--- src/rtl/min_max_dist_top.sv ---
// Pairwise-distance engine: loads 32 signed 16-bit values from the byte memory dm,
// finds the min/max |a-b| over all distinct pairs and writes both back. Option: MINMAX_IDX_EN.

module min_max_dist_dm #(
   parameter int DM_DEPTH = 256,
   parameter int AW       = $clog2(DM_DEPTH)
) (
   input  logic          clk,
   input  logic          i_we,
   input  logic [AW-1:0] i_addr,
   input  logic [7:0]    i_wdata,
   output logic [7:0]    o_rdata
);
   logic [7:0] core [0:DM_DEPTH-1];

   always_ff @(posedge clk) begin
      if (i_we) core[i_addr] <= i_wdata;
   end

   assign o_rdata = core[i_addr];
endmodule

module min_max_dist_top #(
   parameter int N_VALS   = 32,
   parameter int DM_DEPTH = 256
) (
   input  logic clk,
   input  logic rst_n,
   input  logic start,
   output logic done
);
   localparam int AW = $clog2(DM_DEPTH);
   localparam int IW = $clog2(N_VALS);
`ifdef MINMAX_IDX_EN
   localparam logic [5:0] WR_LAST = 6'd7;
`else
   localparam logic [5:0] WR_LAST = 6'd3;
`endif
   localparam logic [5:0]    LOAD_LAST = 6'(2 * N_VALS - 1);
   localparam logic [IW-1:0] J_LAST    = IW'(N_VALS - 2);
   localparam logic [IW-1:0] K_LAST    = IW'(N_VALS - 1);
   localparam logic [AW-1:0] RES_BASE  = AW'(66);

   typedef enum logic [2:0] {S_IDLE, S_LOAD, S_CMP, S_WR, S_DONE} state_t;

   state_t        r_state, w_state_next;
   logic [5:0]    r_cnt, w_cnt_next;
   logic [IW-1:0] r_j, r_k, w_j_next, w_k_next;
   logic [15:0]   r_min, r_max, w_min_next, w_max_next;
   logic          r_done, w_done_next;
   logic [15:0]   r_vals [0:N_VALS-1];

   logic [AW-1:0] w_addr;
   logic          w_we;
   logic [7:0]    w_wdata, w_rdata;
   logic [15:0]   w_a, w_b, w_dist;
   logic [16:0]   w_diff;
   logic          w_min_upd, w_max_upd;

   min_max_dist_dm #(.DM_DEPTH(DM_DEPTH)) dm (
      .clk     (clk),
      .i_we    (w_we),
      .i_addr  (w_addr),
      .i_wdata (w_wdata),
      .o_rdata (w_rdata)
   );

   // Register file fill: even byte is the high half (big-endian operands).
   always_ff @(posedge clk) begin
      if (r_state == S_LOAD) begin
         if (r_cnt[0]) r_vals[r_cnt[IW:1]][7:0]  <= w_rdata;
         else          r_vals[r_cnt[IW:1]][15:8] <= w_rdata;
      end
   end

   assign w_a       = r_vals[r_j];
   assign w_b       = r_vals[r_k];
   assign w_diff    = {w_a[15], w_a} - {w_b[15], w_b};
   assign w_dist    = w_diff[16] ? (~w_diff[15:0] + 16'd1) : w_diff[15:0];
   assign w_min_upd = (r_state == S_CMP) && (w_dist < r_min);
   assign w_max_upd = (r_state == S_CMP) && (w_dist > r_max);

   assign w_we   = (r_state == S_WR);
   assign w_addr = (r_state == S_LOAD) ? AW'(r_cnt) : RES_BASE + AW'(r_cnt[2:0]);

`ifdef MINMAX_IDX_EN
   logic [IW-1:0] r_min_j, r_min_k, r_max_j, r_max_k;

   always_ff @(posedge clk or negedge rst_n) begin
      if (!rst_n) begin
         r_min_j <= '0;
         r_min_k <= '0;
         r_max_j <= '0;
         r_max_k <= '0;
      end else begin
         if (w_min_upd) begin
            r_min_j <= r_j;
            r_min_k <= r_k;
         end
         if (w_max_upd) begin
            r_max_j <= r_j;
            r_max_k <= r_k;
         end
      end
   end
`endif

   always_comb begin
      w_wdata = 8'h00;
      case (r_cnt[2:0])
         3'd0: w_wdata = r_min[15:8];
         3'd1: w_wdata = r_min[7:0];
         3'd2: w_wdata = r_max[15:8];
         3'd3: w_wdata = r_max[7:0];
`ifdef MINMAX_IDX_EN
         3'd4: w_wdata = 8'(r_min_j);
         3'd5: w_wdata = 8'(r_min_k);
         3'd6: w_wdata = 8'(r_max_j);
         3'd7: w_wdata = 8'(r_max_k);
`endif
         default: w_wdata = 8'h00;
      endcase
   end

   always_comb begin
      w_state_next = r_state;
      w_cnt_next   = r_cnt;
      w_j_next     = r_j;
      w_k_next     = r_k;
      w_min_next   = r_min;
      w_max_next   = r_max;
      w_done_next  = 1'b0;
      case (r_state)
         S_IDLE: begin
            if (!start) begin
               w_state_next = S_LOAD;
               w_cnt_next   = '0;
               w_j_next     = '0;
               w_k_next     = IW'(1);
               w_min_next   = 16'hFFFF;
               w_max_next   = 16'h0000;
            end
         end
         S_LOAD: begin
            w_cnt_next = r_cnt + 6'd1;
            if (r_cnt == LOAD_LAST) begin
               w_state_next = S_CMP;
               w_cnt_next   = '0;
            end
         end
         S_CMP: begin
            if (w_min_upd) w_min_next = w_dist;
            if (w_max_upd) w_max_next = w_dist;
            if (r_k == K_LAST) begin
               if (r_j == J_LAST) begin
                  w_state_next = S_WR;
                  w_cnt_next   = '0;
               end else begin
                  w_j_next = r_j + IW'(1);
                  w_k_next = r_j + IW'(2);
               end
            end else begin
               w_k_next = r_k + IW'(1);
            end
         end
         S_WR: begin
            w_cnt_next = r_cnt + 6'd1;
            if (r_cnt == WR_LAST) w_state_next = S_DONE;
         end
         S_DONE: begin
            // done is registered, so it appears one edge after entering DONE.
            if (start) w_state_next = S_IDLE;
            else       w_done_next  = 1'b1;
         end
         default: w_state_next = S_IDLE;
      endcase
   end

   always_ff @(posedge clk or negedge rst_n) begin
      if (!rst_n) begin
         r_state <= S_IDLE;
         r_cnt   <= '0;
         r_j     <= '0;
         r_k     <= '0;
         r_min   <= 16'hFFFF;
         r_max   <= 16'h0000;
         r_done  <= 1'b0;
      end else begin
         r_state <= w_state_next;
         r_cnt   <= w_cnt_next;
         r_j     <= w_j_next;
         r_k     <= w_k_next;
         r_min   <= w_min_next;
         r_max   <= w_max_next;
         r_done  <= w_done_next;
      end
   end

   assign done = r_done;
endmodule

--- config.mk ---
export PLATFORM = sky130hd
export DESIGN_NAME = min_max_dist_top
export DESIGN_NICKNAME = d
export VERILOG_FILES = /design/src/rtl/min_max_dist_top.sv
export SDC_FILE = /design/constraint.sdc
export NUM_CORES = 1
export LEC_CHECK = 0
export CAP_MARGIN = 15
export CORE_ASPECT_RATIO = 1.25
export CORE_MARGIN = 1
export CORE_UTILIZATION = 59
export CTS_CLUSTER_DIAMETER = 100
export DETAILED_ROUTE_END_ITERATION = 12
export PLACE_DENSITY = 0.84
export SETUP_SLACK_MARGIN = 0.02
export SYNTH_ARGS = -nofsm -noshare
export SYNTH_HDL_FRONTEND = slang
export SYNTH_SLANG_ARGS = --single-unit
export TNS_END_PERCENT = 5
--- constraint.sdc ---
create_clock -name clk -period 2.2 [get_ports clk]
set_clock_uncertainty 0.05 [all_clocks]
set_input_delay 0.55 -clock clk [delete_from_list [all_inputs] [get_ports clk]]
set_output_delay 0.55 -clock clk [all_outputs]
set_load 0.02 [all_outputs]
## After elaboration in Yosys (flattened, before gate mapping)

Index checks and enable logic that the tools add are counted.

| word-level totals | value |
|---|---|
| flip-flop bits (word level) | 20 |
| input bits | 3 |
| output and inout bits | 1 |
| word-level logic and storage cells | 54 |

| operators by class | value |
|---|---|
| add/subtract/negate cells | 4 |
| eq/ne operators | 16 |
| mux-type cells | 22 |
| reductions and logical operators | 7 |

Operator list:

| kind | count |
|---|---|
| 5-bit two-way mux | 6 |
| 6-bit two-way mux | 4 |
| 6-bit one-hot mux with 4 select lines | 1 |
| 5-bit one-hot mux with 2 select lines | 2 |
| 3-bit two-way mux | 6 |
| 3-bit one-hot mux with 5 select lines | 1 |
| 5-bit by 1-bit adder with 5-bit output (second input constant) | 2 |
| 5-bit == test (second input constant) | 2 |
| 2-bit != test (second input constant) | 4 |
| 4-bit AND reduction | 2 |
| 6-bit by 1-bit adder with 6-bit output (second input constant) | 1 |
| 3-bit by 2-bit == test with 1-bit output (second input constant) | 2 |
| 6-bit by 2-bit == test with 1-bit output (second input constant) | 1 |
| 6-bit == test (second input constant) | 1 |
| 2-bit by 1-bit != test with 1-bit output (second input constant) | 3 |
| 6-bit AND reduction | 1 |
| 5-bit by 2-bit adder with 5-bit output (second input constant) | 1 |
| 4-bit nonzero test | 1 |
| 3-bit by 1-bit == test with 1-bit output (second input constant) | 1 |
| 3-bit == test (second input constant) | 1 |
| 3-bit zero test | 1 |
| 3-bit != test (second input constant) | 1 |
| 3-bit AND reduction | 1 |
| 1-bit two-way mux | 2 |
| 2-bit nonzero test | 1 |

## Logic depth before layout (Yosys ltp)

| depth | value |
|---|---|
| depth in word-level cells | 4 |
| gate-level depth with buffers | 8 |
| depth with buffers taken out | 7 |

## Worst setup path before layout

OpenSTA, ideal clock, no wires.

| timing path | value |
|---|---|
| kind | register -> register |
| start | register r_k[0] |
| end | register r_k[3] |
| setup time | 0.083 ns |
| arrival time | 1.614 ns |
| required time | 2.067 ns |
| setup slack | 0.453 ns |
| cell stages (with the launch flop) | 7 |
| path buffers | 1 |
| clock period less this slack | 1.747 ns |
| path through | dfrtp_1 > ha_1 > and3_1 > ha_1 > buf_2 > o32a_1 > o21ai_0 |

| on the way | value |
|---|---|
| cells in the longest elaborated chain, start to end | 3 |
| elaborated cells on any way between the ends | 6 |
| those cells by class | add/sub (1); eq/ne (2); mux (2); reduce/logical (1) |

Ends and longest elaborated chain:

| item | line | RTL |
|---|---|---|
| start: declaration | 48 | `logic [IW-1:0] r_j, r_k, w_j_next, w_k_next;` |
| start signal: assignment | 192 | `r_k <= w_k_next;` |
| 5-bit by 1-bit adder with 5-bit output or 5-bit == test (tied branches) | 163, 154 |  |
| 5-bit two-way mux or 3-bit != test (tied branches) | n/a |  |
| 5-bit one-hot mux with 2 select lines or 3-bit AND reduction (tied branches) | n/a |  |

Several ways; a longest one is shown, not always the timed one.
A chain may end at the register's enable or synchronous reset.

## Worst setup path after layout

| timing path | value |
|---|---|
| start | register r_k[0] |
| end | register r_k[2] |

The elaborated chain is that of the path after synthesis.

==> flow_metrics.env <==
export IMPL_tightest_slew_ns=0.369
export IMPL_r2r_start="r_k[0]"
export IMPL_cp_max_fo=8
export IMPL_power_frac_comb=0.314
export IMPL_antenna_found_initial=0
export IMPL_crit_cells=7
export IMPL_p_total_mw=1.31
export IMPL_critPathLaunch="r_k[0]"
export IMPL_p_sw_frac=0.392
export IMPL_yosys_cell_types_count=42
export IMPL_gp_congestion=0.797
export IMPL_final_common_cell="dfrtp_1"
export IMPL_syn_num_nets=133
export IMPL_syn_avg_cell_area_um2=9.73
export IMPL_core_area_um2=1850
export IMPL_hp_class="flop to flop"
export IMPL_synth_seq_cells=20
export IMPL_clock_sinks=20
export IMPL_root_buffer="clkbuf_4"
export IMPL_relSlewSlack=0.753
export IMPL_cp_endpoint="r_k[2]"
export IMPL_cpMaxStageDelayCell="dfrtp_1"
export IMPL_intPower_uw=797
export IMPL_drtAntennaViolNets=0
export IMPL_port_buffers=3
export IMPL_avgViaCountPerCell=6.42
export IMPL_cp_end_kind="flop"
export IMPL_syn_inst=124
export IMPL_hold_viol=0
export IMPL_synthesis_area_um2=1210
export IMPL_clk_pin_slew_worst_paths_ns=0.11
export IMPL_setup_viol=0
export IMPL_sequentialPowerShare=0.520
export IMPL_worstSetupPathType="flop to flop"
export IMPL_rsz0062_at_grt="false"
export IMPL_antennaDiodeCount=0
export IMPL_ios=4
export IMPL_synth_warnings=0
export IMPL_leakagePower_nw=0.549
export IMPL_final_cell_mix="dfrtp_1, nand2_1, o21ai_0"
export IMPL_clk_latency_ns=0.32
export IMPL_outcome="finished clean"
export IMPL_fin_setup_tns_ns=0
export IMPL_r2r_end="r_k[2]"
export IMPL_fillCellCount=148
export IMPL_die_w_um=42.4
export IMPL_grt_max_degree=21
export IMPL_crit_chain="ha_1 -> and3_1 -> ha_2 -> inv_1 -> o311ai_4 -> o21ai_0 -> o31ai_1"
export IMPL_path_buf_inv=1
export IMPL_grt_total_usage=0.238
export IMPL_wl_um=2310
export IMPL_numCtsBuffers=3
export IMPL_die_area_um2=2230
export IMPL_start_util=0.652
export IMPL_whs_ns=0.467
export IMPL_clockBufferDepth=2
export IMPL_nets=137
export IMPL_final_cells=146
export IMPL_dp_cells=142
export IMPL_grt_pass1_vias=924
export IMPL_worstHoldPathCells=2
export IMPL_drive_gt1_frac=0.110
export IMPL_worstRegToRegCells=7
export IMPL_p_switching_uw=513
export IMPL_vdd_ir_drop_max_mv=0.761
export IMPL_wl_per_cell_um=15.8
export IMPL_maxSlewViolCount=0
export IMPL_grt_overflow=0
export IMPL_drc_errors=0
export IMPL_ys_seq_area_frac=0.415
export IMPL_synthArstFlopShare=1.00
export IMPL_dieHeight_um=52.6
export IMPL_fmax_ghz=0.498
export IMPL_period_minus_slack_ns=2.01
export IMPL_p_clk_frac=0.166
export IMPL_drtIter0Drc=13
export IMPL_rows=17
export IMPL_firstDrtPassIters=4
export IMPL_cts_tree="yes"
export IMPL_power_density_nw_per_um2=1030
export IMPL_grt_pass1_wl_um=3920
export IMPL_slowest_delay_ns=0.42
export IMPL_dp_hpwl_um=1660
export IMPL_cp_top_family="compound AO/OA/AOI/OAI gates"
export IMPL_vias=938
export IMPL_cp_required_ns=2.38
export IMPL_htree_levels=1
export IMPL_rrSetupSlack_ns=0.19
export IMPL_syn_to_final_growth_pct=5.19
export IMPL_synth_edf_count=0
export IMPL_drv_cap=0
export IMPL_ys_flop_type="dfrtp_1"
export IMPL_critPathArrivalTime_ns=2.19
export IMPL_final_period_utilization=0.913
export IMPL_cp_start_kind="flop"
==> synth_stat cells (3+ instances only) <==
cell	instances	area (um^2)
inv_1	7	26.3
o31ai_1	6	45.0
o21ai_0	12	60.1
nor2_1	7	26.3
a21oi_1	5	25.0
and3_1	4	25.0
nand2_1	12	45.0
ha_1	6	75.1
nand2b_1	3	18.8
nand3_1	6	30.0
dfrtp_1	20	500
==> metrics by stage <==
step	util	worst slack (ns)	area (um^2)
after floorplan	-	0.453	1210
after global placement	0.665	0.238	1230
after detailed placement	0.665	0.147	1230
after CTS	0.684	0.114	1270
after global routing	0.686	0.0629	1270
final	0.686	0.192	1270
==> power groups by stage <==
| stage | Combinational, mW | Clock (mW) | Sequential, mW |
|---|---|---|---|
| 3_3_place_gp | 0.398 | 0 | 0.673 |
| 3_5_place_dp | 0.412 | 0 | 0.685 |
| 2_1_floorplan | 0.387 | 0 | 0.607 |
| 6_report | 0.411 | 0.218 | 0.681 |
| 5_1_grt | 0.474 | 0.230 | 0.704 |
| 4_1_cts | 0.413 | 0.220 | 0.678 |
==> sequential cells by signal, indices dropped and copies added, names as in the netlist <==
| name | flops |
|---|---|
| done | 1 |
| r_cnt | 6 |
| r_j | 5 |
| r_k | 5 |
| r_state | 3 |
==> kinds of logic (layout without fill, tap and decap cells) <==
logic type      count (synthesis)  after routing  share of synthesized area
flops                          20             20                      0.415
xor+xnor                        1              1                    0.00726
buf+inv                        13             16                     0.0591
mux                             1              1                    0.00934
compound gates                 40             40                      0.243
simple gates                   43             43                      0.204
fa+ha+maj                       6              6                     0.0622
==> worst min-delay path, delay by kind of cell, from the launching register on <==
family	cells	cell delay, ns
flip-flops	1	0.37
AND/OR/NAND/NOR	2	0.12
==> area by class of cell <==
type | instances | area (um^2) | share of cell area
timing repair buffer | 5 | 45.0 | 0.0355
sequential | 20 | 500 | 0.394
tap | 19 | 23.8 | 0.0187
multi-input combinational | 91 | 637 | 0.502
clock buffer | 4 | 36.3 | 0.0286
inverter | 7 | 26.3 | 0.0207
==> timing repair <==
item	CTS	global route
setup endpoints to repair	0	3
hold buffers	0	0
setup buffers	0	0
resized for setup	0	1
==> worst min-delay path by stage <==
stage	start	end
2_1_floorplan	rst_n	done
3_3_place_gp	r_k[4]	r_k[4]
3_5_place_dp	r_k[4]	r_k[4]
4_1_cts	r_k[4]	r_k[4]
5_1_grt	r_cnt[3]	r_cnt[3]
6_report	r_k[4]	r_k[4]
==> per-layer routing <==
metal	part of all wire	global-route usage	wire (um)	vias up
li1	-	-	-	466
met1	0.45	0.265	1040	450
met2	0.50	0.438	1140	17
met3	0.035	0.0345	81	5
met4	0.018	0.120	42	0
met5	0	0	0	-
Power figures use the tool's default switching activity.
